===== src/rtl/safe_lock_ctrl.sv =====
// Master controller for the combination safe: alternating-direction code entry,
// bolt solenoid sequencing and reprogramming. Define SAFE_LOCKOUT_EN for lockout.
module safe_lock_ctrl #(
    parameter int                        CODE_LEN      = 3,
    parameter int                        VAL_W         = 8,
    parameter logic [CODE_LEN*VAL_W-1:0] DEFAULT_CODE  = 24'h123456,
    parameter int                        LOCK_PULSE    = 100,
    parameter int                        ENTRY_TIMEOUT = 10000,
    parameter int                        MAX_FAIL      = 3,
    parameter int                        LOCKOUT_TICKS = 30000
) (
    input  logic             clk,
    input  logic             rst,
    input  logic             cnten,
    input  logic             up,
    input  logic             dirch,
    input  logic [VAL_W-1:0] val,
    input  logic             doorCls,
    input  logic             lock,
    input  logic             open,
    input  logic             prog,
    output logic             actuateLock,
    output logic             openCls,
    output logic             safeOpen,
    output logic             clrCount,
    output logic             blank,
    output logic [2:0]       digit_idx,
    output logic [3:0]       fail_cnt,
    output logic             lockout
);

    localparam int CODE_W = CODE_LEN * VAL_W;
    localparam int MAXT_A = (LOCK_PULSE > ENTRY_TIMEOUT) ? LOCK_PULSE : ENTRY_TIMEOUT;
    localparam int MAXT_B = (MAXT_A > LOCKOUT_TICKS) ? MAXT_A : LOCKOUT_TICKS;
    localparam int MAXT   = (MAXT_B > MAX_FAIL) ? MAXT_B : MAX_FAIL;
    localparam int TW     = $clog2(MAXT + 1);

    typedef enum logic [2:0] {
        LOCKED_IDLE, ENTRY, UNLOCKING, UNLOCKED, LOCKING, PROGRAM, LOCKOUT
    } state_t;

    state_t              state;
    logic [CODE_W-1:0]   code_reg;
    logic [CODE_W-1:0]   shadow;
    logic [CODE_W-1:0]   val_ext;
    logic [3:0]          idx;
    logic                err;
    logic [TW-1:0]       timer;
    logic [TW-1:0]       idle;
    logic [VAL_W-1:0]    exp_digit;
    logic                lock_q, lock_d, open_q, open_d, prog_q, prog_d;
    logic                lock_edge, open_edge, prog_edge;
    logic                activity, timeout, unlock_ok, do_fail;
    logic [3:0]          fail_next;
`ifdef SAFE_LOCKOUT_EN
    logic                lockout_r;
    assign lockout = lockout_r;
`else
    assign lockout = 1'b0;
`endif

    // Buttons are registered, then compared with their previous sample.
    always_ff @(posedge clk or negedge rst) begin
        if (!rst) begin
            lock_q <= 1'b0; lock_d <= 1'b0;
            open_q <= 1'b0; open_d <= 1'b0;
            prog_q <= 1'b0; prog_d <= 1'b0;
        end else begin
            lock_q <= lock;   lock_d <= lock_q;
            open_q <= open;   open_d <= open_q;
            prog_q <= prog;   prog_d <= prog_q;
        end
    end

    assign lock_edge = lock_q & ~lock_d;
    assign open_edge = open_q & ~open_d;
    assign prog_edge = prog_q & ~prog_d;
    assign activity  = cnten | dirch;
    assign timeout   = !activity && (idle == TW'(ENTRY_TIMEOUT - 1));
    assign unlock_ok = (idx == 4'(CODE_LEN)) && !err;
    assign do_fail   = open_edge && ((state == LOCKED_IDLE) || (state == ENTRY && !unlock_ok));
    assign fail_next = (fail_cnt == 4'hF) ? 4'hF : fail_cnt + 4'd1;
    assign val_ext   = CODE_W'(val);
    // digit_idx is only three bits wide, so an 8-digit code shows 0 when complete.
    assign digit_idx = idx[2:0];

    always_comb begin
        exp_digit = '0;
        for (int i = 0; i < CODE_LEN; i++) begin
            if (idx == 4'(i)) exp_digit = code_reg[(CODE_LEN-1-i)*VAL_W +: VAL_W];
        end
    end

    always_ff @(posedge clk or negedge rst) begin
        if (!rst) begin
            state       <= LOCKED_IDLE;
            code_reg    <= DEFAULT_CODE;
            shadow      <= '0;
            idx         <= '0;
            err         <= 1'b0;
            fail_cnt    <= '0;
            timer       <= '0;
            idle        <= '0;
            actuateLock <= 1'b0;
            openCls     <= 1'b0;
            safeOpen    <= 1'b0;
            clrCount    <= 1'b0;
            blank       <= 1'b1;
`ifdef SAFE_LOCKOUT_EN
            lockout_r   <= 1'b0;
`endif
        end else begin
            clrCount <= 1'b0;
            case (state)
                LOCKED_IDLE: begin
                    if (!open_edge && cnten) begin
                        state <= ENTRY;
                        idx   <= '0;
                        err   <= 1'b0;
                        idle  <= '0;
                        blank <= 1'b0;
                    end
                end
                ENTRY: begin
                    // An open edge takes priority over a coincident dirch.
                    if (open_edge) begin
                        if (unlock_ok) begin
                            state    <= UNLOCKING;
                            fail_cnt <= '0;
                            openCls  <= 1'b1;
                            timer    <= TW'(LOCK_PULSE - 1);
                        end
                    end else if (timeout) begin
                        state    <= LOCKED_IDLE;
                        clrCount <= 1'b1;
                        blank    <= 1'b1;
                    end else begin
                        idle <= activity ? '0 : idle + 1'b1;
                        if (dirch) begin
                            if (idx == 4'(CODE_LEN)) begin
                                err <= 1'b1;
                            end else begin
                                if (val != exp_digit || up != ~idx[0]) err <= 1'b1;
                                idx <= idx + 4'd1;
                            end
                        end
                    end
                end
                UNLOCKING: begin
                    if (timer == '0) begin
                        openCls  <= 1'b0;
                        safeOpen <= 1'b1;
                        state    <= UNLOCKED;
                    end else begin
                        timer <= timer - 1'b1;
                    end
                end
                UNLOCKED: begin
                    if (lock_edge && doorCls) begin
                        state       <= LOCKING;
                        actuateLock <= 1'b1;
                        safeOpen    <= 1'b0;
                        timer       <= TW'(LOCK_PULSE - 1);
                    end else if (prog_edge) begin
                        state <= PROGRAM;
                        idx   <= '0;
                        idle  <= '0;
                    end
                end
                LOCKING: begin
                    if (!doorCls) begin
                        actuateLock <= 1'b0;
                        safeOpen    <= 1'b1;
                        state       <= UNLOCKED;
                    end else if (timer == '0) begin
                        actuateLock <= 1'b0;
                        clrCount    <= 1'b1;
                        blank       <= 1'b1;
                        state       <= LOCKED_IDLE;
                    end else begin
                        timer <= timer - 1'b1;
                    end
                end
                PROGRAM: begin
                    if (idx == 4'(CODE_LEN)) begin
                        code_reg <= shadow;
                        clrCount <= 1'b1;
                        state    <= UNLOCKED;
                    end else if (open_edge || timeout) begin
                        state <= UNLOCKED;
                    end else begin
                        idle <= activity ? '0 : idle + 1'b1;
                        // Shifting in leaves the first captured digit in the MS bits.
                        if (dirch) begin
                            shadow <= (shadow << VAL_W) | val_ext;
                            idx    <= idx + 4'd1;
                        end
                    end
                end
`ifdef SAFE_LOCKOUT_EN
                LOCKOUT: begin
                    if (timer == '0) begin
                        lockout_r <= 1'b0;
                        fail_cnt  <= '0;
                        state     <= LOCKED_IDLE;
                    end else begin
                        timer <= timer - 1'b1;
                    end
                end
`endif
                default: state <= LOCKED_IDLE;
            endcase

            if (do_fail) begin
                fail_cnt <= fail_next;
                clrCount <= 1'b1;
                blank    <= 1'b1;
`ifdef SAFE_LOCKOUT_EN
                if (fail_next == 4'(MAX_FAIL)) begin
                    state     <= LOCKOUT;
                    lockout_r <= 1'b1;
                    timer     <= TW'(LOCKOUT_TICKS - 1);
                end else begin
                    state <= LOCKED_IDLE;
                end
`else
                state <= LOCKED_IDLE;
`endif
            end
        end
    end

endmodule

===== config.mk =====
export PLATFORM = sky130hd
export DESIGN_NAME = safe_lock_ctrl
export DESIGN_NICKNAME = d
export VERILOG_FILES = /design/src/rtl/safe_lock_ctrl.sv
export SDC_FILE = /design/constraint.sdc
export NUM_CORES = 1
export LEC_CHECK = 0
export BUFFER_PORTS_ARGS = -buffer_cell sky130_fd_sc_hd__buf_2
export CORE_AREA = 2 2 103 105
export CTS_BUF_LIST = sky130_fd_sc_hd__clkbuf_4 sky130_fd_sc_hd__clkbuf_8 sky130_fd_sc_hd__clkbuf_16
export DETAILED_ROUTE_END_ITERATION = 8
export DIE_AREA = 0 0 105 107
export GPL_TIMING_DRIVEN = 0
export PLACE_DENSITY = 0.71
export RECOVER_POWER = 50
export SLEW_MARGIN = 20
export SYNTH_ARGS = -nofsm -noshare
export SYNTH_HDL_FRONTEND = slang
export SYNTH_SLANG_ARGS = --single-unit

===== constraint.sdc =====
create_clock -name clk -period 2.9 [get_ports clk]
set_input_delay 0.29 -clock clk [delete_from_list [all_inputs] [get_ports clk]]
set_output_delay 0.29 -clock clk [all_outputs]
set_load 0.005 [all_outputs]

==> summary.txt <==
Starting Density = 53.7%
die area = 11,200 um^2
die height = 107 um
syn_area_per_cell = 10.4 um^2
Power Total = 4.51 mW
Post-route DRC = 0
Critical Path Fanout Max = 9
crit path DAT = 2940 ps
CTS tree = yes
vias = 4,162
HP Class = in -> reg
CP Class = reg -> reg
area of the multi-input gates = 2660 um^2
CTS buffer count = 9
Sw Ratio = 38.5%
Hold Vio Cnt, Final = 0
setup TNS = 0 ps
Cells after Synth = 519
global-route wire length before repair = 20,300 um
# rows = 37
worst skew pair latency = 380 ps
Seq pwr share = 41.0%
Critical Path Sink Type = flop
worst slew pin tran = 1520 ps
dominant synthesized flop cell = dfrtp_1
Max-Cap Viols = 1
FF+latch count, synth = 101
synthesized net count = 543
P&R area growth vs syn = 11.0%
Max Clk Rate = 373 MHz
Buffers on Ports = 28
post-synthesis cell type count = 75
CP top delay family = simple AND/OR/NAND/NOR gates
CP required = 3160 ps
failing checks = capacitance limit, slew limit
vias per cell = 5.93
Power per Cell Area = 749 nW/um^2
critical path cell sequence = inv_1 -> ha_1 -> nor2b_1 -> clkbuf_1 -> a221oi_1 -> mux2i_1 -> nand4_1 -> nor4_1 -> a21oi_1
CP max stage delay = 470 ps
ant diodes = 0
YS warnings = 0
relative slew slack = -1.25%
antenna viol nets, final = 0
First-pass DRT Iterations = 5
Core Area = 10,100 um^2
most numerous cell in the Yosys netlist = dfrtp_1
DPL Wire Length = 8360 um
final setup violation count = 0
RSZ-0062 raised after global routing = no
sequential fraction of the synthesis area = 46.9%
grt total ovfl = 0
post-placement cell area = 5760 um^2
Slowest-stage cell, CP = dfrtp_1
Core Util, Final = 59.6%
Die W = 105 um
Peak VDD IR = 0.000513 V
antenna violations before repair = 0
Period Utilization, post-route = 92.5%
Fin Clk Skew = 14.4 ps
H-tree levels = 3
GRT Total Usage = 22.8%
register area = 2540 um^2
Worst Path Buf+Inv = 2
Nets = 585
share of cells above drive strength 1 = 23.5%
Placer Congestion = 0.929
Worst setup SP type = flop
top post-synthesis cells by area = dfrtp_1, mux2_4, mux2_2
vias in the first global route = 4,088
Iteration-0 DRC Markers = 306
post-synth top area cell = dfrtp_1
Post-synth EDFFs = 0
most frequent cells after synthesis = dfrtp_1, nor2_1, nand2_1
max-slew violation count = 26
Yosys top cell area share = 42.0%
Int Pwr = 2.77 mW
average wire per standard cell = 16.9 um
Post-synth ARST share = 100%
Fill cells = 905
Comb pwr share = 37.1%
status = finished, violations left
clock network power share = 22.0%
clock root buffer = clkbuf_8
clock input transition at the sequential cells of the worst setup and hold paths = 90 ps
post-CTS setup buffers = 0
synthesized area = 5420 um^2
Leak Pwr = 2.67 nW
Clock Tree Buf Depth = 2
net switching power of the design = 1.73 mW
clock sinks = 101
final WL = 11,900 um
Finished Cell Area = 6020 um^2
Final Critical Period = 2680 ps
I/O Pins = 30
largest net degree at the start of global routing = 77
## power groups by stage
stage          logic (mW)  clock network (mW)  registers [mW]
6_report             1.67               0.990            1.85
5_1_grt              1.89                1.07            1.88
4_1_cts              1.67                1.02            1.85
3_5_place_dp         1.65                   0            1.87
3_3_place_gp         1.61                   0            1.86
2_1_floorplan        1.23                   0            1.82
## cells in the final DEF, fill, tap and decap left out, types with 7 or more instances in the layout
cell type | Yosys | layout
dfstp_2 | 10 | 10
nand3_1 | 15 | 15
buf_2 | 10 | 37
dfrtp_1 | 91 | 91
a21oi_1 | 22 | 22
xnor2_1 | 8 | 8
clkbuf_8 | 0 | 9
ha_1 | 7 | 7
nand4_1 | 10 | 10
nor4_1 | 11 | 11
nor2_1 | 34 | 34
o31ai_1 | 9 | 9
o41ai_1 | 7 | 7
nor3_1 | 22 | 22
o21ai_0 | 26 | 26
nand2b_1 | 11 | 11
mux2_2 | 25 | 25
clkbuf_1 | 12 | 12
inv_1 | 17 | 17
mux2_4 | 20 | 20
nand2_1 | 32 | 32
a31oi_1 | 7 | 7
## final timing paths
check / slack, ps / endpoint / from / cells past startpoint
hold reg to reg: 400 / open_d / open_q / 0
setup / recovery: 220 / err / idx[1] / 9
max in group asynchronous: 1020 / blank / rst / 3
setup reg to reg: 220 / err / idx[1] / 9
hold / removal: 30 / lock_q / lock / 1
min in group asynchronous: 800 / shadow[18] / rst / 2
## area by class of cell
cell class	instances	share of cell area (%)
Tap cell	136	2.83
Clock inverter	7	1.64
Timing Repair Buffer	32	3.26
Clock buffer	9	2.06
Sequential cell	101	42.2
Multi-Input combinational cell	370	44.2
Buffer	29	2.64
Inverter	18	1.12
## cells by family (layout without fill, tap and decap cells)
logic type	count (synthesis)	in the layout	share of synthesized area, %
AO/OA/AOI/OAI	119	119	15.0
buffers and inverters	48	95	4.25
AND/OR/NAND/NOR	181	181	18.6
other	1	1	0.0692
adder cells (fa/ha/maj)	7	7	1.62
flip-flops	101	101	46.9
XOR/XNOR	12	12	1.94
multiplexers	50	50	11.7
## through the flow
stage                     instances  setup WS (ps)  hold WS, ps
final                           702            217         25.5
after global routing            702           1.27         2.85
after CTS                       703            113         6.60
after detailed placement        684           27.6          166
after global placement          683           25.9          364
after floorplan                 519            597        -5.59
## what timing repair did
item,in CTS,in global routing
endpoints found under the setup margin,6,11
hold endpoints to repair,21,0
hold buffers,3,0
gates resized for setup,1,1
## metal layers
layer	track usage, %	part of all wire, %	up-vias
met5	0	0	-
met4	7.43	1.6	0
met3	4.68	5.0	19
met2	37.1	48	109
met1	30.8	46	2050
li1	-	-	1984
Note: power is estimated with default switching activity, not from simulation.
